### config.mk
export PLATFORM = sky130hd
export DESIGN_NAME = matrix_sequencer
export DESIGN_NICKNAME = d
export VERILOG_FILES = /design/src/rtl/matrix_pkg.sv /design/src/rtl/matrix_inst_decode.sv /design/src/rtl/matrix_sequencer.sv
export SDC_FILE = /design/constraint.sdc
export NUM_CORES = 1
export LEC_CHECK = 0
export BUFFER_PORTS_ARGS = -buffer_cell sky130_fd_sc_hd__buf_2
export CORE_ASPECT_RATIO = 1.2
export CORE_UTILIZATION = 30
export CTS_CLUSTER_DIAMETER = 200
export CTS_CLUSTER_SIZE = 40
export DETAILED_ROUTE_END_ITERATION = 16
export PLACE_DENSITY_LB_ADDON = 0.08
export SYNTH_ARGS = -nofsm -noshare
export SYNTH_HDL_FRONTEND = slang
export SYNTH_SLANG_ARGS = --single-unit
### constraint.sdc
create_clock -name i_clk -period 3.25 [get_ports i_clk]
set_input_delay 0.65 -clock i_clk [delete_from_list [all_inputs] [get_ports i_clk]]
set_output_delay 0.65 -clock i_clk [all_outputs]
set_load 0.02 [all_outputs]
### src/rtl/matrix_pkg.sv
// Shared definitions for the matrix engine sequencer: opcodes, instruction
// field positions and the sequencer state encoding.
package matrix_pkg;

    localparam logic [7:0] OP_ADD   = 8'h01;
    localparam logic [7:0] OP_SUB   = 8'h02;
    localparam logic [7:0] OP_MUL   = 8'h03;
    localparam logic [7:0] OP_SCALE = 8'h04;
    localparam logic [7:0] OP_TRANS = 8'h05;
    localparam logic [7:0] OP_STOP  = 8'hFF;

    localparam int unsigned FIELD_W  = 8;
    localparam int unsigned OPC_LSB  = 24;
    localparam int unsigned SRC1_LSB = 16;
    localparam int unsigned SRC2_LSB = 8;
    localparam int unsigned DEST_LSB = 0;

    typedef enum logic [2:0] {
        StIdle,
        StFetch,
        StLatch,
        StIssue,
        StExec,
        StHalt
    } seq_state_t;

endpackage

### src/rtl/matrix_inst_decode.sv
// Combinational instruction decoder: splits the instruction register into its
// fields and classifies the opcode as a legal operation or the stop marker.
module matrix_inst_decode
    import matrix_pkg::*;
#(
    parameter logic [7:0] STOP_OPCODE = OP_STOP
) (
    input  logic [31:0] i_ir,
    output logic [7:0]  o_opcode,
    output logic [7:0]  o_src1,
    output logic [7:0]  o_src2,
    output logic [7:0]  o_dest,
    output logic        o_legal,
    output logic        o_stop
);

    assign o_opcode = i_ir[OPC_LSB +: FIELD_W];
    assign o_src1   = i_ir[SRC1_LSB +: FIELD_W];
    assign o_src2   = i_ir[SRC2_LSB +: FIELD_W];
    assign o_dest   = i_ir[DEST_LSB +: FIELD_W];

    // Stop takes priority so a stop opcode is never treated as an operation.
    assign o_stop  = (o_opcode == STOP_OPCODE);
    assign o_legal = (o_opcode >= OP_ADD) && (o_opcode <= OP_TRANS) && !o_stop;

endmodule

### src/rtl/matrix_sequencer.sv
// Instruction sequencer for the matrix engine: fetch, decode, issue, wait.
// Optional retire counter enabled by defining SEQ_RETIRE_COUNT_EN.
module matrix_sequencer
    import matrix_pkg::*;
#(
    parameter int         ADDR_W      = 4,
    parameter int         DEPTH       = 16,
    parameter logic [7:0] STOP_OPCODE = 8'hFF
) (
    input  logic              i_clk,
    input  logic              i_rst,
    input  logic              i_start,
    output logic              o_inst_enable,
    output logic [ADDR_W-1:0] o_inst_address,
    input  logic [31:0]       i_inst_data,
    output logic              o_op_valid,
    input  logic              i_op_ready,
    output logic [7:0]        o_op_code,
    output logic [7:0]        o_op_src1,
    output logic [7:0]        o_op_src2,
    output logic [7:0]        o_op_dest,
    input  logic              i_op_done,
    output logic              o_busy,
    output logic              o_halted,
    output logic              o_error
`ifdef SEQ_RETIRE_COUNT_EN
    ,
    output logic [7:0]        o_retire_count
`endif
);

    localparam logic [ADDR_W-1:0] LAST_PC = ADDR_W'(DEPTH - 1);

    seq_state_t        r_state, w_state_next;
    logic [ADDR_W-1:0] r_pc, w_pc_next;
    logic [31:0]       r_ir;
    logic              r_error, w_error_next;
    logic [7:0]        r_op_code, r_op_src1, r_op_src2, r_op_dest;
    logic [7:0]        w_dec_opcode, w_dec_src1, w_dec_src2, w_dec_dest;
    logic              w_dec_legal, w_dec_stop;
    logic              w_op_valid, w_start_accept, w_idle_or_halt;

    matrix_inst_decode #(
        .STOP_OPCODE (STOP_OPCODE)
    ) u_decode (
        .i_ir     (r_ir),
        .o_opcode (w_dec_opcode),
        .o_src1   (w_dec_src1),
        .o_src2   (w_dec_src2),
        .o_dest   (w_dec_dest),
        .o_legal  (w_dec_legal),
        .o_stop   (w_dec_stop)
    );

    assign w_idle_or_halt = (r_state == StIdle) || (r_state == StHalt);
    assign w_start_accept = i_start && w_idle_or_halt;
    assign w_op_valid     = (r_state == StIssue) && w_dec_legal;

    always_ff @(posedge i_clk or posedge i_rst) begin
        if (i_rst) begin
            r_state   <= StIdle;
            r_pc      <= '0;
            r_ir      <= '0;
            r_error   <= 1'b0;
            r_op_code <= '0;
            r_op_src1 <= '0;
            r_op_src2 <= '0;
            r_op_dest <= '0;
        end else begin
            r_state <= w_state_next;
            r_pc    <= w_pc_next;
            r_error <= w_error_next;
            if (r_state == StLatch) begin
                r_ir <= i_inst_data;
            end
            // Remember the issued fields so they hold once OpValid drops.
            if (w_op_valid) begin
                r_op_code <= w_dec_opcode;
                r_op_src1 <= w_dec_src1;
                r_op_src2 <= w_dec_src2;
                r_op_dest <= w_dec_dest;
            end
        end
    end

    always_comb begin
        w_state_next = r_state;
        w_pc_next    = r_pc;
        w_error_next = r_error;
        unique case (r_state)
            StIdle, StHalt: begin
                if (i_start) begin
                    w_pc_next    = '0;
                    w_error_next = 1'b0;
                    w_state_next = StFetch;
                end
            end
            StFetch: w_state_next = StLatch;
            StLatch: w_state_next = StIssue;
            StIssue: begin
                if (w_dec_stop) begin
                    w_state_next = StHalt;
                end else if (!w_dec_legal) begin
                    w_error_next = 1'b1;
                    w_state_next = StHalt;
                end else if (i_op_ready) begin
                    w_state_next = StExec;
                end
            end
            StExec: begin
                if (i_op_done) begin
                    if (r_pc == LAST_PC) begin
                        w_state_next = StHalt;
                    end else begin
                        w_pc_next    = r_pc + ADDR_W'(1);
                        w_state_next = StFetch;
                    end
                end
            end
            default: w_state_next = StIdle;
        endcase
    end

    assign o_inst_enable  = (r_state == StFetch) || (r_state == StLatch);
    assign o_inst_address = r_pc;
    assign o_op_valid     = w_op_valid;
    assign o_op_code      = w_op_valid ? w_dec_opcode : r_op_code;
    assign o_op_src1      = w_op_valid ? w_dec_src1   : r_op_src1;
    assign o_op_src2      = w_op_valid ? w_dec_src2   : r_op_src2;
    assign o_op_dest      = w_op_valid ? w_dec_dest   : r_op_dest;
    assign o_busy         = !w_idle_or_halt;
    assign o_halted       = (r_state == StHalt);
    assign o_error        = r_error;

`ifdef SEQ_RETIRE_COUNT_EN
    logic [7:0] r_retire_count;

    always_ff @(posedge i_clk or posedge i_rst) begin
        if (i_rst) begin
            r_retire_count <= '0;
        end else if (w_start_accept) begin
            r_retire_count <= '0;
        end else if ((r_state == StExec) && i_op_done && (r_retire_count != 8'hFF)) begin
            r_retire_count <= r_retire_count + 8'd1;
        end
    end

    assign o_retire_count = r_retire_count;
`endif

endmodule
==> results.cfg <==
[logic_synthesis]
syn_nets = 235
yosysSeqAreaShare = 0.605
synthesis.yosys.warnings = 0
synth_area_leaders = dfrtp_1 (61%), mux2_2 (14%), mux2_4 (11%), buf_12 (1.3%), and2_1 (1.3%)
synth_area_um2 = 2980
synth-seq-cells = 72
yosys.area.top_type_share = 0.605
yosys.area.top_type = dfrtp_1
syn_inst = 197
avgSynthCellArea_um2 = 15.1
synth_cell_types = 32

[grt]
grt_max_degree = 73
grt_use_total = 0.128
antenna_found_initial = 0
global_route.overflow_total = 0
grt_pass1_wl_mm = 10.1
grt_pass1_vias = 2005

[sta]
drv_slew = 0
fin_worst_skew_ns = 0.00312
setup_viol = 0
period_share = 0.923
slew_headroom = 0.394
hold_viol_final = 0
rsz0062_at_grt = no
setup_tns_ns = 0
timing.final.ws_setup_ns = 0.249
min_period_ns = 3.00
worstMarginPinSlew_ns = 0.909
fmax_mhz = 333

[die]
coreArea_um2 = 9560
die_y_um = 111
die_w_um = 92.9
pin_count = 78
initial_core_util = 0.311
dieArea_um2 = 10300
rows = 39

[worst_setup_path]
crit_type = flip-flop to primary output
crit_buf_inv = 2
slowest_stage = dfrtp_1
crit_fanout = 16
slowest_delay_ns = 0.40
path_cells = or3_1 -> nand3_1 -> or2_4 -> buf_4 -> mux2_2 -> buf_2
critPathRequiredTime_ns = 2.60
start_kind = flip-flop
cp.arrival_ns = 2.35
critPathTopFamily = simple AND/OR/NAND/NOR gates
endpoint_kind = primary output

[power_and_ir_drop]
pwr_density_cell_nw_per_um2 = 953
cellLeakagePower_nw = 1.95
worst_ir_drop_vdd_v = 0.000307

[final_layout]
syn_to_final_growth_pct = 26.8
multi_input_area_um2 = 1080
layout-drive-gt1-share = 0.552
final_cell_area_um2 = 3770
nFillCells = 950
n_antenna_cell = 0
fin_nets = 319
area.sequential_um2 = 1800

[placed_design]
dpl.hpwl_mm = 3.93
pre_cts_ws_ns = 0.388
placed_area_um2 = 3470
io_buffers = 77
globalplace.congestion = 0.705

[route]
drc_errors = 0
first_pass_iters = 4
wl_per_cell_um = 14.7
drt-total-wl_mm = 6.00
first_iter_violations = 61
ant_nets = 0
viasPerCell = 4.57
vias = 1868

[min_path]
hold_class = flip-flop to flip-flop

[clocking]
cts_tree = done
clk_transition_reported_paths_ns = 0.06
cts_buffers = 9
cts_root_buffer = clkbuf_16
clk_path_buf_depth = 2
cts.sinks = 72
clk-insertion-delay-late_ns = 0.32
htree_levels = 3
post_cts_buffers = 0

[job]
drv_cap = 0

[run_status]
status = complete, no violations
-- synthesized netlist by cell type --
master / instances
dfrtp_1: 72
mux2_2: 37
mux2_4: 22
and2_1: 6
nand2_1: 6
nand3_1: 6
buf_2: 5
nor2_1: 5
inv_1: 4
nand4_1: 3
a21oi_1: 2
buf_12: 2
buf_6: 2
nand2b_1: 2
nand3b_1: 2
nor3_1: 2
o21ai_0: 2
o22ai_1: 2
xnor2_1: 2
a211oi_1: 1
a221oi_1: 1
a22o_1: 1
a41o_1: 1
and3_1: 1
ha_1: 1
mux2i_1: 1
nor2b_1: 1
nor3b_1: 1
nor3b_2: 1
o21bai_1: 1
or2_1: 1
or3_1: 1
-- worst paths after layout --
check	slack, ns	cells after the start	endpoint	from
max	0.25	6	o_op_dest[7]	r_ir[24]$_DFFE_PP0P_
min	0.47	1	r_op_code[3]$_DFF_PP0_	r_op_code[3]$_DFF_PP0_
max reg2reg	1.26	5	r_op_dest[7]$_DFF_PP0_	r_ir[24]$_DFFE_PP0P_
min reg2reg	0.47	1	r_op_code[3]$_DFF_PP0_	r_op_code[3]$_DFF_PP0_
max in group asynchronous	2.07	3	o_inst_address[2]$_DFFE_PP0P_	i_rst
min in group asynchronous	0.61	3	r_ir[9]$_DFFE_PP0P_	i_rst
-- stage by stage --
stage               total power [W]   util  std cells  hold WS (ns)
CTS                         0.00365  0.394        409         0.482
global placement            0.00264  0.363        393         0.465
finish                      0.00360  0.395        409         0.474
detailed placement          0.00265  0.363        393         0.468
floorplan                   0.00231      -        197         0.477
global route                0.00382  0.395        409         0.494
-- layout by cell type (no fill, tap or decap), drive strengths merged, types with 2 or more instances in the layout --
cell | Yosys | layout
a21oi | 2 | 2
and2 | 6 | 6
buf | 9 | 82
clkbuf | 0 | 13
clkinv | 0 | 2
dfrtp | 72 | 72
inv | 4 | 4
mux2 | 59 | 59
nand2 | 6 | 6
nand2b | 2 | 2
nand3 | 6 | 6
nand3b | 2 | 2
nand4 | 3 | 3
nor2 | 5 | 5
nor3 | 2 | 2
nor3b | 2 | 2
o21ai | 2 | 2
o22ai | 2 | 2
xnor2 | 2 | 2
-- flip-flops by register name (all words and copies together) (netlist names) --
register and cells:
r_ir 32, r_op_dest 8, r_op_src1 8, o_inst_address 4
r_state 3, o_error 1, r_op_code 8, r_op_src2 8
-- kinds of logic (layout without fill, tap and decap cells) --
logic type,count (synthesis),in the layout,synth area share
buffers and inverters,13,102,0.0345
and+or+nand+nor,38,38,0.0706
adders and majority gates,1,1,0.00420
xor gates and xnor gates,2,2,0.00589
DFF,72,72,0.605
muxes,60,60,0.254
AOI/OAI and AO/OA,11,11,0.0252
-- area by class of cell --
type	count	area share
well taps	123	0.0408
clock inverters	3	0.0106
multi-input cells	112	0.286
clock buffers	13	0.0689
repair buffers	82	0.112
flip-flops and latches	72	0.477
inverters	4	0.00398
-- layer usage --
| metal | routed length [um] | track usage | vias up |
|---|---|---|---|
| met5 | 0 | 0 | - |
| met3 | 482 | 0.0535 | 11 |
| met2 | 2820 | 0.192 | 57 |
| li1 | - | - | 862 |
| met1 | 2570 | 0.161 | 938 |
| met4 | 124 | 0.0574 | 0 |
-- power by group --
part | switching [W] | internal, W
Sequential | 0.000191 | 0.00125
Clock | 0.000350 | 0.000634
Combinational | 0.000577 | 0.000600
-- what timing repair did --
| action | 4_1_cts | 5_1_grt |
|---|---|---|
| endpoints found under the setup margin | 0 | 13 |
| hold buffers | 0 | 0 |
| hold endpoints to repair | 0 | 0 |
| gates resized for setup | 0 | 1 |
Note: power is estimated with default switching activity, not from simulation.
